### src/rtl/alu_result_stage.sv
// ALU result stage: computes set/branch data and condition, then holds results in a 2-entry skid buffer.
// Optional overflow exception tagging is enabled by defining ALU_OFL_TRAP_EN.
module alu_result_stage #(
  parameter int OPERAND_WIDTH = 16
) (
  input  logic                     clk,
  input  logic                     rst,
  input  logic                     in_valid,
  output logic                     in_ready,
  input  logic [OPERAND_WIDTH-1:0] alu_out,
  input  logic                     alu_ofl,
  input  logic                     alu_zero,
  input  logic                     alu_cout,
  input  logic                     alu_neg,
  input  logic [2:0]               cond_sel,
  input  logic [2:0]               dst_reg,
  output logic                     out_valid,
  input  logic                     out_ready,
  output logic [OPERAND_WIDTH-1:0] out_data,
  output logic [2:0]               out_reg,
  output logic                     out_cond,
  output logic                     out_exc,
  input  logic                     flush
);

  // Entry layout, LSB first: data, register tag, condition, optional exception bit.
`ifdef ALU_OFL_TRAP_EN
  localparam int EW = OPERAND_WIDTH + 5;
`else
  localparam int EW = OPERAND_WIDTH + 4;
`endif

  typedef enum logic [2:0] {
    SEL_PASS = 3'b000,
    SEL_SEQ  = 3'b001,
    SEL_SLT  = 3'b010,
    SEL_SLE  = 3'b011,
    SEL_SCO  = 3'b100,
    SEL_BNEZ = 3'b101,
    SEL_BLTZ = 3'b110,
    SEL_BGEZ = 3'b111
  } cond_sel_e;

  logic [1:0]               count_q, count_d;
  logic [EW-1:0]            head_q, head_d;
  logic [EW-1:0]            tail_q, tail_d;
  logic [EW-1:0]            new_entry;
  logic [OPERAND_WIDTH-1:0] new_data;
  logic                     new_cond;
  logic                     lt;
  logic                     push;
  logic                     pop;

  assign in_ready  = (count_q < 2'd2);
  assign out_valid = (count_q != 2'd0);
  assign push      = in_valid && in_ready;
  assign pop       = out_valid && out_ready;
  assign lt        = alu_neg ^ alu_ofl;

  always_comb begin
    new_data = alu_out;
    new_cond = 1'b0;
    case (cond_sel_e'(cond_sel))
      SEL_PASS: new_cond = 1'b0;
      SEL_SEQ:  new_cond = alu_zero;
      SEL_SLT:  new_cond = lt;
      SEL_SLE:  new_cond = lt | alu_zero;
      SEL_SCO:  new_cond = alu_cout;
      SEL_BNEZ: new_cond = ~alu_zero;
      SEL_BLTZ: new_cond = alu_neg;
      SEL_BGEZ: new_cond = ~alu_neg;
      default:  new_cond = 1'b0;
    endcase
    // Set operations replace the data with the zero-extended condition.
    if (cond_sel inside {3'b001, 3'b010, 3'b011, 3'b100}) begin
      new_data = {{(OPERAND_WIDTH-1){1'b0}}, new_cond};
    end
  end

`ifdef ALU_OFL_TRAP_EN
  assign new_entry = {alu_ofl & (cond_sel == 3'b000 || cond_sel[2] & (cond_sel != 3'b100)),
                      new_cond, dst_reg, new_data};
`else
  assign new_entry = {new_cond, dst_reg, new_data};
`endif

  // Flush wins over everything; push and pop together only happen at count 1.
  always_comb begin
    count_d = count_q;
    head_d  = head_q;
    tail_d  = tail_q;
    if (flush) begin
      count_d = 2'd0;
    end else begin
      case ({push, pop})
        2'b10: begin
          if (count_q == 2'd0) head_d = new_entry;
          else                 tail_d = new_entry;
          count_d = count_q + 2'd1;
        end
        2'b01: begin
          head_d  = tail_q;
          count_d = count_q - 2'd1;
        end
        2'b11: head_d = new_entry;
        default: ;
      endcase
    end
  end

  always_ff @(posedge clk) begin
    if (rst) begin
      count_q <= 2'd0;
      head_q  <= '0;
      tail_q  <= '0;
    end else begin
      count_q <= count_d;
      head_q  <= head_d;
      tail_q  <= tail_d;
    end
  end

  assign out_data = out_valid ? head_q[OPERAND_WIDTH-1:0] : '0;
  assign out_reg  = out_valid ? head_q[OPERAND_WIDTH+2:OPERAND_WIDTH] : 3'd0;
  assign out_cond = out_valid ? head_q[OPERAND_WIDTH+3] : 1'b0;
`ifdef ALU_OFL_TRAP_EN
  assign out_exc  = out_valid ? head_q[OPERAND_WIDTH+4] : 1'b0;
`else
  assign out_exc  = 1'b0;
`endif

endmodule

### config.mk
export PLATFORM = sky130hd
export DESIGN_NAME = alu_result_stage
export DESIGN_NICKNAME = d
export VERILOG_FILES = /design/src/rtl/alu_result_stage.sv
export SDC_FILE = /design/constraint.sdc
export NUM_CORES = 1
export LEC_CHECK = 0
export ABC_AREA = 1
export BUFFER_PORTS_ARGS = -buffer_cell sky130_fd_sc_hd__buf_2
export CAP_MARGIN = 20
export CORE_UTILIZATION = 45
export CTS_CLUSTER_DIAMETER = 150
export DETAILED_ROUTE_END_ITERATION = 8
export PLACE_DENSITY = 0.77
export SYNTH_ARGS = -nofsm -noshare
export SYNTH_HDL_FRONTEND = slang
export SYNTH_SLANG_ARGS = --single-unit
### constraint.sdc
create_clock -name clk -period 1.5 [get_ports clk]
set_input_delay 0.3 -clock clk [delete_from_list [all_inputs] [get_ports clk]]
set_output_delay 0.3 -clock clk [all_outputs]
set_load 0.05 [all_outputs]
**Yosys cells after proc, flatten, opt, wreduce, memory -nomap -nowiden**

Cells that the tools add are included.
W data, S select, Z words.

- Flip-flop bits (word level): 42
- Latch bits: 0
- RAM bits: 0
- Memory bits (read-only): 0
- Bits of input ports: 31
- Output and inout port bits: 23
- Logic and storage cells: 42
- Memories kept: 0

- Add/sub/neg operators: 2
- $mul: 0
- Divide/modulo/power cells: 0
- Order comparisons: 1
- Equal/unequal tests: 11
- Shifts and indexed selects: 0
- Mux-type cells: 8
- Bitwise operators: 6
- Reductions and logical operators: 11

Operator list:

| kind | number |
|---|---|
| $pmux W20 S3 | 1 |
| $mux W16 | 2 |
| $mux W20 | 1 |
| $eq A3 B3 Y1 const B | 4 |
| $pmux W1 S8 | 1 |
| $eq A3 B2 Y1 const B | 2 |
| $reduce_and A3 Y1 | 2 |
| $eq A2 B2 Y1 const B | 2 |
| $not A1 Y1 | 4 |
| $pmux W2 S2 | 1 |
| $reduce_bool A2 Y1 | 2 |
| $reduce_bool A4 Y1 | 1 |
| $eq A3 B1 Y1 const B | 1 |
| $logic_not A3 Y1 | 1 |
| $mux W3 | 1 |
| $reduce_bool A3 Y1 | 1 |
| $add A2 B1 Y2 const B | 1 |
| $eq A2 B1 Y1 const B | 1 |
| $logic_and A1 B1 Y1 | 2 |
| $logic_not A2 Y1 | 1 |
| $lt A2 B2 Y1 const B | 1 |
| $ne A2 B2 Y1 const B | 1 |
| $reduce_or A2 Y1 | 1 |
| $sub A2 B1 Y2 const B | 1 |
| 3 further kinds | 3 |

**Longest topological paths before layout**

Gate-level depths: netlist (run 1).

- Depth in word-level cells: 6
- Depth in mapped cells: 12
- Depth with buffers taken out: 12

**Worst setup path after synthesis (run 1)**

Ideal clock, no wire load.

- Path kind: register to register
- Start: register count_q[0]
- End: register head_q[0]
- Setup time: 0.118 ns
- Arrival: 1.904 ns
- Data required time: 1.382 ns
- Setup slack: -0.522 ns
- Stages on the path, launching flop included: 12
- Buffers on the path: 1
- Clock period less this slack: 2.022 ns
- Path through: dfxtp_1 -> nor2_4 -> inv_1 -> nand2_1 -> ha_1 -> inv_1 -> nor2_4 -> nor3_4 -> inv_2 -> buf_6 -> a21oi_1 -> a21oi_1

- Cells in the longest elaborated chain, start to end: 5
- Elaborated cells on any way between the ends: 12
- Those cells by class: order compare (1); eq/ne (4); mux (1); reduce/logical (6)

Ends and longest elaborated chain:

| what | line | source |
|---|---|---|
| from (decl) | 44 | `logic [1:0] count_q, count_d;` |
| from (signal assigned) | 117 | `count_q <= count_d;` |
| $reduce_bool A2 Y1 * | 55 | `assign out_valid = (count_q != 2'd0);` |
| named net out_valid | 17 | `output logic out_valid,` |
| $logic_and A1 B1 Y1 * | 57 | `assign pop = out_valid && out_ready;` |
| $eq A2 B2 Y1 / $eq A2 B1 Y1 (equally long branches) | 95 | `case ({push, pop})` |
| $ne A2 B2 Y1 (no line) / $reduce_bool A3 Y1 (equally long branches) | n/a |  |
| $reduce_and A3 Y1 (no line) | n/a |  |
| to (signal assigned) | 114 | `head_q <= '0;` |
| to (signal assigned) | 118 | `head_q <= head_d;` |
| to (decl) | 45 | `logic [EW-1:0] head_q, head_d;` |

The timed path passes the listed nets; every way through them passes the cells marked *.
A chain may end at the register's enable or synchronous reset.

**Final worst setup path (run 1)**

- Start: register count_q[0]
- End: register tail_q[3]

- Cells in the longest elaborated chain, start to end: 4
- Elaborated cells on any way between the ends: 8
- Those cells by class: order compare (1); eq/ne (1); bitwise (1); reduce/logical (5)

Ends and longest elaborated chain:

| what | line | source |
|---|---|---|
| $lt A2 B2 Y1 / $reduce_bool A2 Y1 (equally long branches) | 54, 55 |  |
| $logic_and A1 B1 Y1 (on tied branches) | 56, 57 |  |
| $eq A2 B2 Y1 | 95 |  |
| $reduce_and A3 Y1 (no line) * | n/a |  |
| to (signal assigned) | 119 | `tail_q <= tail_d;` |
| to (decl) | 46 | `logic [EW-1:0] tail_q, tail_d;` |

Mark *: on every way between the ends. The rest lies on a longest branch, timed or not.

==> results of run 1 <==
==> kinds of logic after synthesis <==
family	share of synthesized area [%]
flops	39.62
fa+ha+maj	1.769
buf+inv	14.56
compound gates	21.46
simple gates	21.99
xor+xnor	0.4128
other cells	0.1767
==> cell type report <==
cell class	count	area, sq um	area share (%)
tap	52	65.06	1.809
timing repair inverter	3	30.03	0.8348
timing repair buffer	86	820.8	22.82
inverter	55	232.7	6.470
multi-input combinational	209	1463	40.66
clock inverter	1	30.03	0.8348
sequential	42	848.3	23.58
clock buffer	7	107.6	2.991
==> worst max-delay path, delay by kind of cell (launching register included) <==
kind / cells / cell delay (ps)
AO/OA/AOI/OAI: 1 / 60
adder cells (fa/ha/maj): 1 / 130
buffers and inverters: 4 / 500
flip-flops: 1 / 360
AND/OR/NAND/NOR: 5 / 570
==> flip-flops by register name, summed over array words and instances, names as in the netlist <==
register / count
count_q: 2
head_q: 20
tail_q: 20
==> power by group <==
part	switching (mW)	internal, mW	leakage [nW]	total, mW
sequential	0.0390	1.17	0.344	1.21
combinational	0.505	0.342	1.09	0.847
clock	0.415	0.643	0.0696	1.06
==> layer usage <==
| layer | wire, um | GRT usage, % |
|---|---|---|
| met1 | 3011 | 30.71 |
| met2 | 3928 | 49.51 |
| met5 | 0 | 0 |
| met3 | 495 | 3.704 |
| met4 | 387 | 10.67 |
==> stage by stage <==
step,hold slack [ps],cell area (sq um)
after floorplan,367.6,2328
after global placement,436.1,2698
after detailed placement,438.9,2698
after CTS,240.9,3191
after global routing,232.3,3597
final,248.9,3597
==> layout by cell type, fill, tap and decap left out, types with 14 or more instances in the layout <==
cell,n
inv_1,46
nand2_1,46
dfxtp_1,40
a21oi_2,31
buf_2,31
buf_6,28
a21oi_1,24
nor2_4,17
nor2_1,17
buf_4,16
o21ai_1,14
==> repair_timing <==
item,in CTS,in global routing
pin swaps,10,12
endpoints found under the setup margin,60,63
gates resized for setup,75,88
setup buffers,3,4
cloned,5,3
hold buffers,0,0
==> path summary, 6_finish.rpt <==
path	slack, ps	end	from	cells after the start
hold / removal	250	count_q[0]$_SDFFE_PP0P_	flush	2
setup / recovery	-240	tail_q[3]$_SDFFE_PP0P_	count_q[0]$_SDFFE_PP0P_	11
hold reg to reg	460	tail_q[17]$_SDFFE_PP0P_	tail_q[17]$_SDFFE_PP0P_	2
setup reg to reg	-240	tail_q[3]$_SDFFE_PP0P_	count_q[0]$_SDFFE_PP0P_	11
==> results.yml, run 1 <==
cts:
  clk_pin_slew_worst_paths_ps: 80
  cts_tree: "built"
  clock_latency_ps: 300
  h-tree-depth: 2
  clock-sinks: 42
  cts_root_buf: "clkbuf_8"
  cts_buffers: 5
  cts_buffer_depth: 2
routing:
  vias: 2562
  route.detailed.drc: 2
  detail-route-antenna-nets: 0
  wl_um: 7822
  avgRoutedWirePerCell_um: 17.19
  routed_via_density: 5.631
  first_pass_iters: 6
  drt-initial-drc-count: 190
timing:
  rsz0062_at_grt: "true"
  skew_ps: 8.441
  slew_violations: 0
  setup_ws_ps: -244.0
  period_minus_slack_ps: 1744
  tns_ps: -11250
  fmax_mhz: 573.4
  finalHoldViolCount: 0
  min_period_over_period_pct: 116.3
  setup_viol: 62
placed_design:
  port_buffers: 52
  gp_congestion: 0.7901
  hpwl_um: 3768
  dp_cells: 433
  post-place-ws_ps: -131.1
logic_synthesis:
  yosysWarnings: 0
  ys_top_cells_by_count: "65 x nand2_1, 60 x a21oi_1, 52 x inv_1, 42 x dfxtp_1, 37 x nor2_1"
  ys_ff_latch: 42
  synth_most_common_cell: "nand2_1"
  synth_area_leader_cell: "dfxtp_1"
  synth_area_sq_um: 2122
  async_flop_share_pct: 0
  synth_edf_count: 0
  synth_flop_cell: "dfxtp_1"
  syn_inst: 323
  synth_area_leaders: "dfxtp_1 40%, a21oi_1 14%, nand2_1 11%"
  avgSynthCellArea_sq_um: 6.570
  synth_top_area_share_pct: 39.62
  ys_seq_area_share_pct: 39.62
  synth.distinct_cells: 25
  syn_nets: 357
worst_setup_path:
  cp_slowest_cell: "dfxtp_4"
  worst-path-max-fanout: 6
  criticalPathCategory: "reg -> reg"
  critPathArrivalTime_ps: 1930
  cp-start-kind: "register"
  path_cells: "nor2_4 > clkinvlp_4 > nand2_4 > ha_4 > inv_2 > nor2_4 > buf_6 > nand2_8 > buf_8 > nand2_2 > a21oi_1"
  max_stage_delay_ps: 360
  required_ps: 1690
  crit_top_cell: "nor2_4"
  end_kind: "register"
global_route:
  antenna_found_initial: 0
  grt_pass1_vias: 2243
  grt_max_degree: 17
  overflow: 0
  grt_pass1_wl_um: 10290
  grt.total_usage_pct: 26.59
floorplanning:
  initial_core_util_pct: 47.75
  die_area_sq_um: 4994
  io_pins: 54
  die_w_um: 70.67
  dieHeight_um: 70.67
  row_count: 24
  coreArea_sq_um: 4444
finish:
  fill_cells: 265
  drive_gt1_share_pct: 50.87
  nets: 436
  utilization_pct: 80.94
  diodes: 0
  instances_no_fill: 455
  area_delta_synth_final_pct: 69.52
pwr:
  ir_worst_vdd_mv: 0.6576
  p_per_area_nw_per_um2: 866.1
  p_leak_nw: 1.504
  power_mw: 3.115
hold_path:
  hold_path_class: "in -> reg"
flow_run:
  max_cap_viol_count: 0
run_status:
  status: "finished, violations left"
  failed_checks: "DRC, setup timing"
(Power assumes the default switching activity.)
==> run 2: changes to the inputs <==
--- a/config.mk
+++ b/config.mk
@@ -5,7 +5,6 @@
 export SDC_FILE = /design/constraint.sdc
 export NUM_CORES = 1
 export LEC_CHECK = 0
-export ABC_AREA = 1
 export BUFFER_PORTS_ARGS = -buffer_cell sky130_fd_sc_hd__buf_2
 export CAP_MARGIN = 20
 export CORE_UTILIZATION = 45
==> constraint.sdc (replaced) <==
create_clock -name clk -period 1.5 [get_ports clk]
set_input_delay 0 -clock clk [delete_from_list [all_inputs] [get_ports clk]]
set_output_delay 0 -clock clk [all_outputs]
set_load 0.05 [all_outputs]
==> results.yml, run 2 <==
logic_synthesis:
  synth_area_leaders: "dfxtp_1 40%, nand2_1 7.6%, and2_1 6.0%"
  ys_seq_area_share_pct: 40.31
  synth_flop_cell: "dfxtp_1"
  ys_ff_latch: 42
  syn_nets: 295
  syn_inst: 261
  yosysWarnings: 0
  avgSynthCellArea_sq_um: 7.991
  synth_top_area_share_pct: 40.31
  synth_area_sq_um: 2086
  synth.distinct_cells: 32
  ys_top_cells_by_count: "42 x dfxtp_1, 42 x nand2_1, 23 x a21oi_1, 20 x and2_1, 19 x o21ai_0"
  synth_area_leader_cell: "dfxtp_1"
  synth_edf_count: 0
  async_flop_share_pct: 0
worst_setup_path:
  worst-path-max-fanout: 17
  startpoint: "count_q[1]$_SDFFE_PP0P_"
  path_cells: "or2_4 > nand2_4 > ha_4 > and3b_2 > buf_12 > nand3_1 > a21oi_2"
  required_ps: 1730
  r2r_start: "count_q[1]$_SDFFE_PP0P_"
  end_kind: "register"
  critPathArrivalTime_ps: 1770
  cp-start-kind: "register"
  cp_slowest_cell: "dfxtp_2"
  max_stage_delay_ps: 320
  cp_num_buf_inv: 1
  cpLargestDelayFamily: "simple AND/OR/NAND/NOR gates"
  criticalPathCategory: "reg -> reg"
finish:
  nets: 374
  instances_no_fill: 392
  mostFrequentLayoutCells: "45 x buf_2, 40 x nand2_1, 40 x dfxtp_1"
  area_delta_synth_final_pct: 48.35
  multiInputGateArea_sq_um: 1262
  register_area_sq_um: 843.3
  drive_gt1_share_pct: 38.82
  reg_top3: "head_q: 20 flops, tail_q: 20 flops, count_q: 2 flops"
  utilization_pct: 70.10
  layout_commonest_cell: "buf_2"
  diodes: 0
  fin_area_sq_um: 3094
  fill_cells: 329
floorplanning:
  die_area_sq_um: 4911
  io_pins: 54
  dieHeight_um: 70.08
  row_count: 24
  die_w_um: 70.08
  initial_core_util_pct: 47.25
  coreArea_sq_um: 4414
timing:
  tns_ps: -227.0
  slew_violations: 0
  min_period_over_period_pct: 103.0
  hold_ws_ps: 126.4
  rsz0062_at_grt: "true"
  skew_ps: 6.213
  fmax_mhz: 647.0
  period_minus_slack_ps: 1546
  setup_ws_ps: -45.54
  finalHoldViolCount: 0
  setup_viol: 15
placed_design:
  hpwl_um: 3232
  gp_congestion: 0.7504
  placed_area_sq_um: 2515
  post-place-ws_ps: -125.7
  dp_cells: 361
  port_buffers: 52
routing:
  avgRoutedWirePerCell_um: 13.99
  routed_via_density: 5.406
  wl_um: 5483
  route.detailed.drc: 0
  first_pass_iters: 4
  detail-route-antenna-nets: 0
  vias: 2119
  drt-initial-drc-count: 86
pwr:
  p_leak_nw: 1.248
  p_per_area_nw_per_um2: 883.2
  ir_worst_vdd_mv: 0.6363
  power_mw: 2.733
run_status:
  failed_checks: "setup timing"
  status: "finished, violations left"
cts:
  cts_tree: "built"
  cts_buffers: 5
  clk_pin_slew_worst_paths_ps: 80
  clock_latency_ps: 300
  h-tree-depth: 2
  cts_root_buf: "clkbuf_8"
  cts_buffer_depth: 2
  clock-sinks: 42
hold_path:
  worstHoldStart: "rst"
  hold_path_class: "in -> reg"
global_route:
  grt_max_degree: 31
  grt_pass1_wl_um: 8549
  grt_pass1_vias: 1984
  overflow: 0
  grt.total_usage_pct: 22.12
  antenna_found_initial: 0
flow_run:
  max_cap_viol_count: 0
-- run 2: changes by cell type in the layout (fill, tap and decap cells not counted), moves of 15 or more --
cell and delta:
a21oi_2 -22, nor2_4 -17, dlygate4sd3_1 +19, inv_1 -42, a31oi_1 +16, nand3b_1 +15
-- run 2: metal layers --
layer  GRT usage [%]  share of wire, %  wire length (um)
met1           24.73                41              2228
met2           38.89                51              2814
met3           5.051               5.0               275
met4           11.56               3.0               165
met5               0                 0                 0
-- run 2: cell type report --
| cell class | count | share of cell area, % |
|---|---|---|
| timing repair buffer | 97 | 25.48 |
| sequential | 42 | 27.25 |
| multi-input combinational | 188 | 40.80 |
| clock buffer | 6 | 2.669 |
| clock inverter | 1 | 0.9705 |
| inverter | 6 | 0.7279 |
| tap | 52 | 2.103 |
-- run 2: path summary, 6_finish.rpt --
path,depth (start not counted),endpoint,slack (ps)
setup / recovery,7,tail_q[5]$_SDFFE_PP0P_,-50
hold / removal,4,head_q[14]$_SDFFE_PP0P_,130
setup reg to reg,7,tail_q[5]$_SDFFE_PP0P_,-50
hold reg to reg,2,tail_q[14]$_SDFFE_PP0P_,460
-- run 2: repair_timing --
item | in CTS | in global routing
buffers inserted | 2 | 0
endpoints found under the setup margin | 49 | 48
cloned | 3 | 0
resized for setup | 39 | 46
endpoints found under the hold margin | 31 | 0
pin swaps | 6 | 15
hold buffers | 19 | 0
-- run 2: kinds of logic (layout without fill, tap and decap cells) --
logic type,count (synthesis),count (layout),share of synthesized area [%]
compound gates,65,65,18.84
simple gates,109,109,27.36
flops,42,42,40.31
xor+xnor,6,6,2.519
mux,4,4,1.920
other cells,1,1,0.1798
fa+ha+maj,3,3,1.800
buf+inv,31,110,7.078
-- run 2: report_power, final --
part / switching (mW) / total (mW) / internal [mW]
Combinational: 0.340 / 0.619 / 0.279
Clock: 0.377 / 0.909 / 0.532
Sequential: 0.0322 / 1.20 / 1.17
-- run 2: tightest hold or removal path, stage by stage --
cell and delay, ps:
buf_2 90, inv_1 150, o21ai_2 100, a31oi_1 40
==> run 3: changes to the inputs <==
--- a/config.mk
+++ b/config.mk
@@ -10,6 +10,7 @@
 export CORE_UTILIZATION = 45
 export CTS_CLUSTER_DIAMETER = 150
 export DETAILED_ROUTE_END_ITERATION = 8
+export GPL_TIMING_DRIVEN = 0
 export PLACE_DENSITY = 0.77
 export SYNTH_ARGS = -nofsm -noshare
 export SYNTH_HDL_FRONTEND = slang
==> results.yml, run 3 (synthesis gave the netlist of run 2 again) <==
global_route:
  antenna_found_initial: 0
  overflow: 0
  grt.total_usage_pct: 25.95
  grt_max_degree: 14
  grt_pass1_vias: 2053
  grt_pass1_wl_um: 9825
finish:
  drive_gt1_share_pct: 41.08
  diodes: 0
  reg_top3: "head_q: 20 flops, tail_q: 20 flops, count_q: 2 flops"
  layout_commonest_cell: "dfxtp_1"
  nets: 386
  instances_no_fill: 405
  area_delta_synth_final_pct: 60.71
  mostFrequentLayoutCells: "40 x dfxtp_1, 38 x nand2_1, 30 x buf_2"
placed_design:
  hpwl_um: 3630
  post-place-ws_ps: -434.0
  gp_congestion: 0.7760
  port_buffers: 49
  dp_cells: 362
hold_path:
  hold_end: "head_q[17]$_SDFFE_PP0P_"
  worstHoldStart: "rst"
  hold_path_class: "in -> reg"
  hold-path-cell-count: 2
cts:
  cts_buffers: 5
  cts_buffer_depth: 2
  h-tree-depth: 2
  cts_root_buf: "clkbuf_8"
  clock_latency_ps: 300
  clock-sinks: 42
  clk_pin_slew_worst_paths_ps: 80
  cts_tree: "built"
pwr:
  pwr-share-comb_pct: 25.2
  power_mw: 2.818
  p_per_area_nw_per_um2: 840.6
  pwr-share-seq_pct: 42.9
  internal-power_mw: 1.997
  p_leak_nw: 1.319
  clkPwrFrac_pct: 31.9
  ir_worst_vdd_mv: 0.5699
  switchingPower_mw: 0.8207
  sw_frac_of_total_pct: 29.13
floorplanning:
  die_w_um: 70.08
  die_area_sq_um: 4911
  io_pins: 54
  initial_core_util_pct: 47.25
  row_count: 24
  dieHeight_um: 70.08
  coreArea_sq_um: 4414
routing:
  wl_um: 6684
  route.detailed.drc: 0
  detail-route-antenna-nets: 0
  vias: 2215
  first_pass_iters: 4
  avgRoutedWirePerCell_um: 16.50
  routed_via_density: 5.469
  drt-initial-drc-count: 135
timing:
  rsz0062_at_grt: "true"
  slew_violations: 0
  skew_ps: 10.08
  setup_viol: 51
  period_minus_slack_ps: 1713
  worst_slew_pin_slew_ps: 656.9
  fmax_mhz: 583.9
  finalHoldViolCount: 0
  min_period_over_period_pct: 114.2
  setup_ws_ps: -212.7
  slew_headroom_pct: 56.21
worst_setup_path:
  critPathArrivalTime_ps: 1940
  criticalPathCategory: "reg -> reg"
  r2r_slack_ps: -210
  max_stage_delay_ps: 320
  r2r-end: "tail_q[7]$_SDFFE_PP0P_"
  cp_slowest_cell: "dfxtp_2"
  end_kind: "register"
  required_ps: 1730
  path_cells: "or2_4 > clkbuf_16 > nand2_8 > ha_4 > and3b_2 > buf_6 > nand3_1 > a21oi_1"
  worstRegToRegCells: 8
  worst-path-max-fanout: 5
  cp-start-kind: "register"
  r2r_start: "count_q[0]$_SDFFE_PP0P_"
run_status:
  failed_checks: "setup timing"
  status: "finished, violations left"
flow_run:
  max_cap_viol_count: 0
[run 3: changes by cell type in the layout (fill, tap and decap cells not counted), moves of 3 or more]
cell	delta
buf_2	-15
buf_6	+10
buf_8	+9
clkbuf_1	+9
o21ai_1	-7
o21ai_2	+6
buf_12	-4
and2_1	-3
and2_4	+3
clkbuf_16	+3
[run 3: per-layer routing]
metal | vias up | wire [um] | GRT usage (%)
met5 | - | 0 | 0
met4 | 0 | 120 | 9.111
met2 | 67 | 3593 | 46.15
met3 | 13 | 259 | 4.185
li1 | 1080 | - | -
met1 | 1055 | 2711 | 31.46
[run 3: power groups by stage]
stage                     logic [mW]  registers, mW  clock network, mW
final                          0.711           1.21              0.898
after CTS                      0.638           1.20              0.898
after detailed placement       0.482           1.22                  0
after global placement         0.474           1.22                  0
after floorplan                0.348           1.22                  0
after global routing           0.757           1.21              0.942
[run 3: what timing repair did]
item / CTS / global route
hold buffers: 19 / 0
gates cloned: 4 / 1
endpoints found under the hold margin: 29 / 0
buffers inserted: 8 / 5
pin swaps: 26 / 16
setup endpoints to repair: 60 / 62
gates resized for setup: 94 / 51
[run 3: how the worst max path moves through the flow]
stage,from,to
global route,count_q[0]$_SDFFE_PP0P_,tail_q[2]$_SDFFE_PP0P_
detailed placement,count_q[0]$_SDFFE_PP0P_,tail_q[16]$_SDFFE_PP0P_
finish,count_q[0]$_SDFFE_PP0P_,tail_q[7]$_SDFFE_PP0P_
global placement,count_q[0]$_SDFFE_PP0P_,tail_q[10]$_SDFFE_PP0P_
floorplan,count_q[0]$_SDFFE_PP0P_,head_q[1]$_SDFFE_PP0P_
CTS,count_q[1]$_SDFFE_PP0P_,tail_q[14]$_SDFFE_PP0P_
[run 3: area by class of cell]
class                   instances  area (sq um)
multi-input cells             188          1308
fillers                       290          1062
flip-flops and latches         42         843.3
repair buffers                 86         790.8
plain buffers                  23         212.7
clock buffers                   6         72.57
well taps                      52         65.06
clock inverters                 2         37.54
inverters                       6         22.52
[run 3: through the flow]
stage | hold WS [ps] | utilization [%] | TNS (ps) | cell area, sq um
after global routing | 180.9 | 75.94 | -11600 | 3352
after global placement | 253.6 | 55.95 | -14590 | 2470
after detailed placement | 258.6 | 55.95 | -16160 | 2470
after floorplan | 69.92 | - | -10050 | 2160
final | 159.9 | 75.94 | -7679 | 3352
after CTS | 122.7 | 71.68 | -10250 | 3164
[run 3: worst max-delay path, delay by kind of cell (launching register included)]
family	cells	cell delay (ps)
AND/OR/NAND/NOR	4	680
buffers and inverters	2	310
AO/OA/AOI/OAI	1	160
flip-flops	1	320
adder cells (fa/ha/maj)	1	160
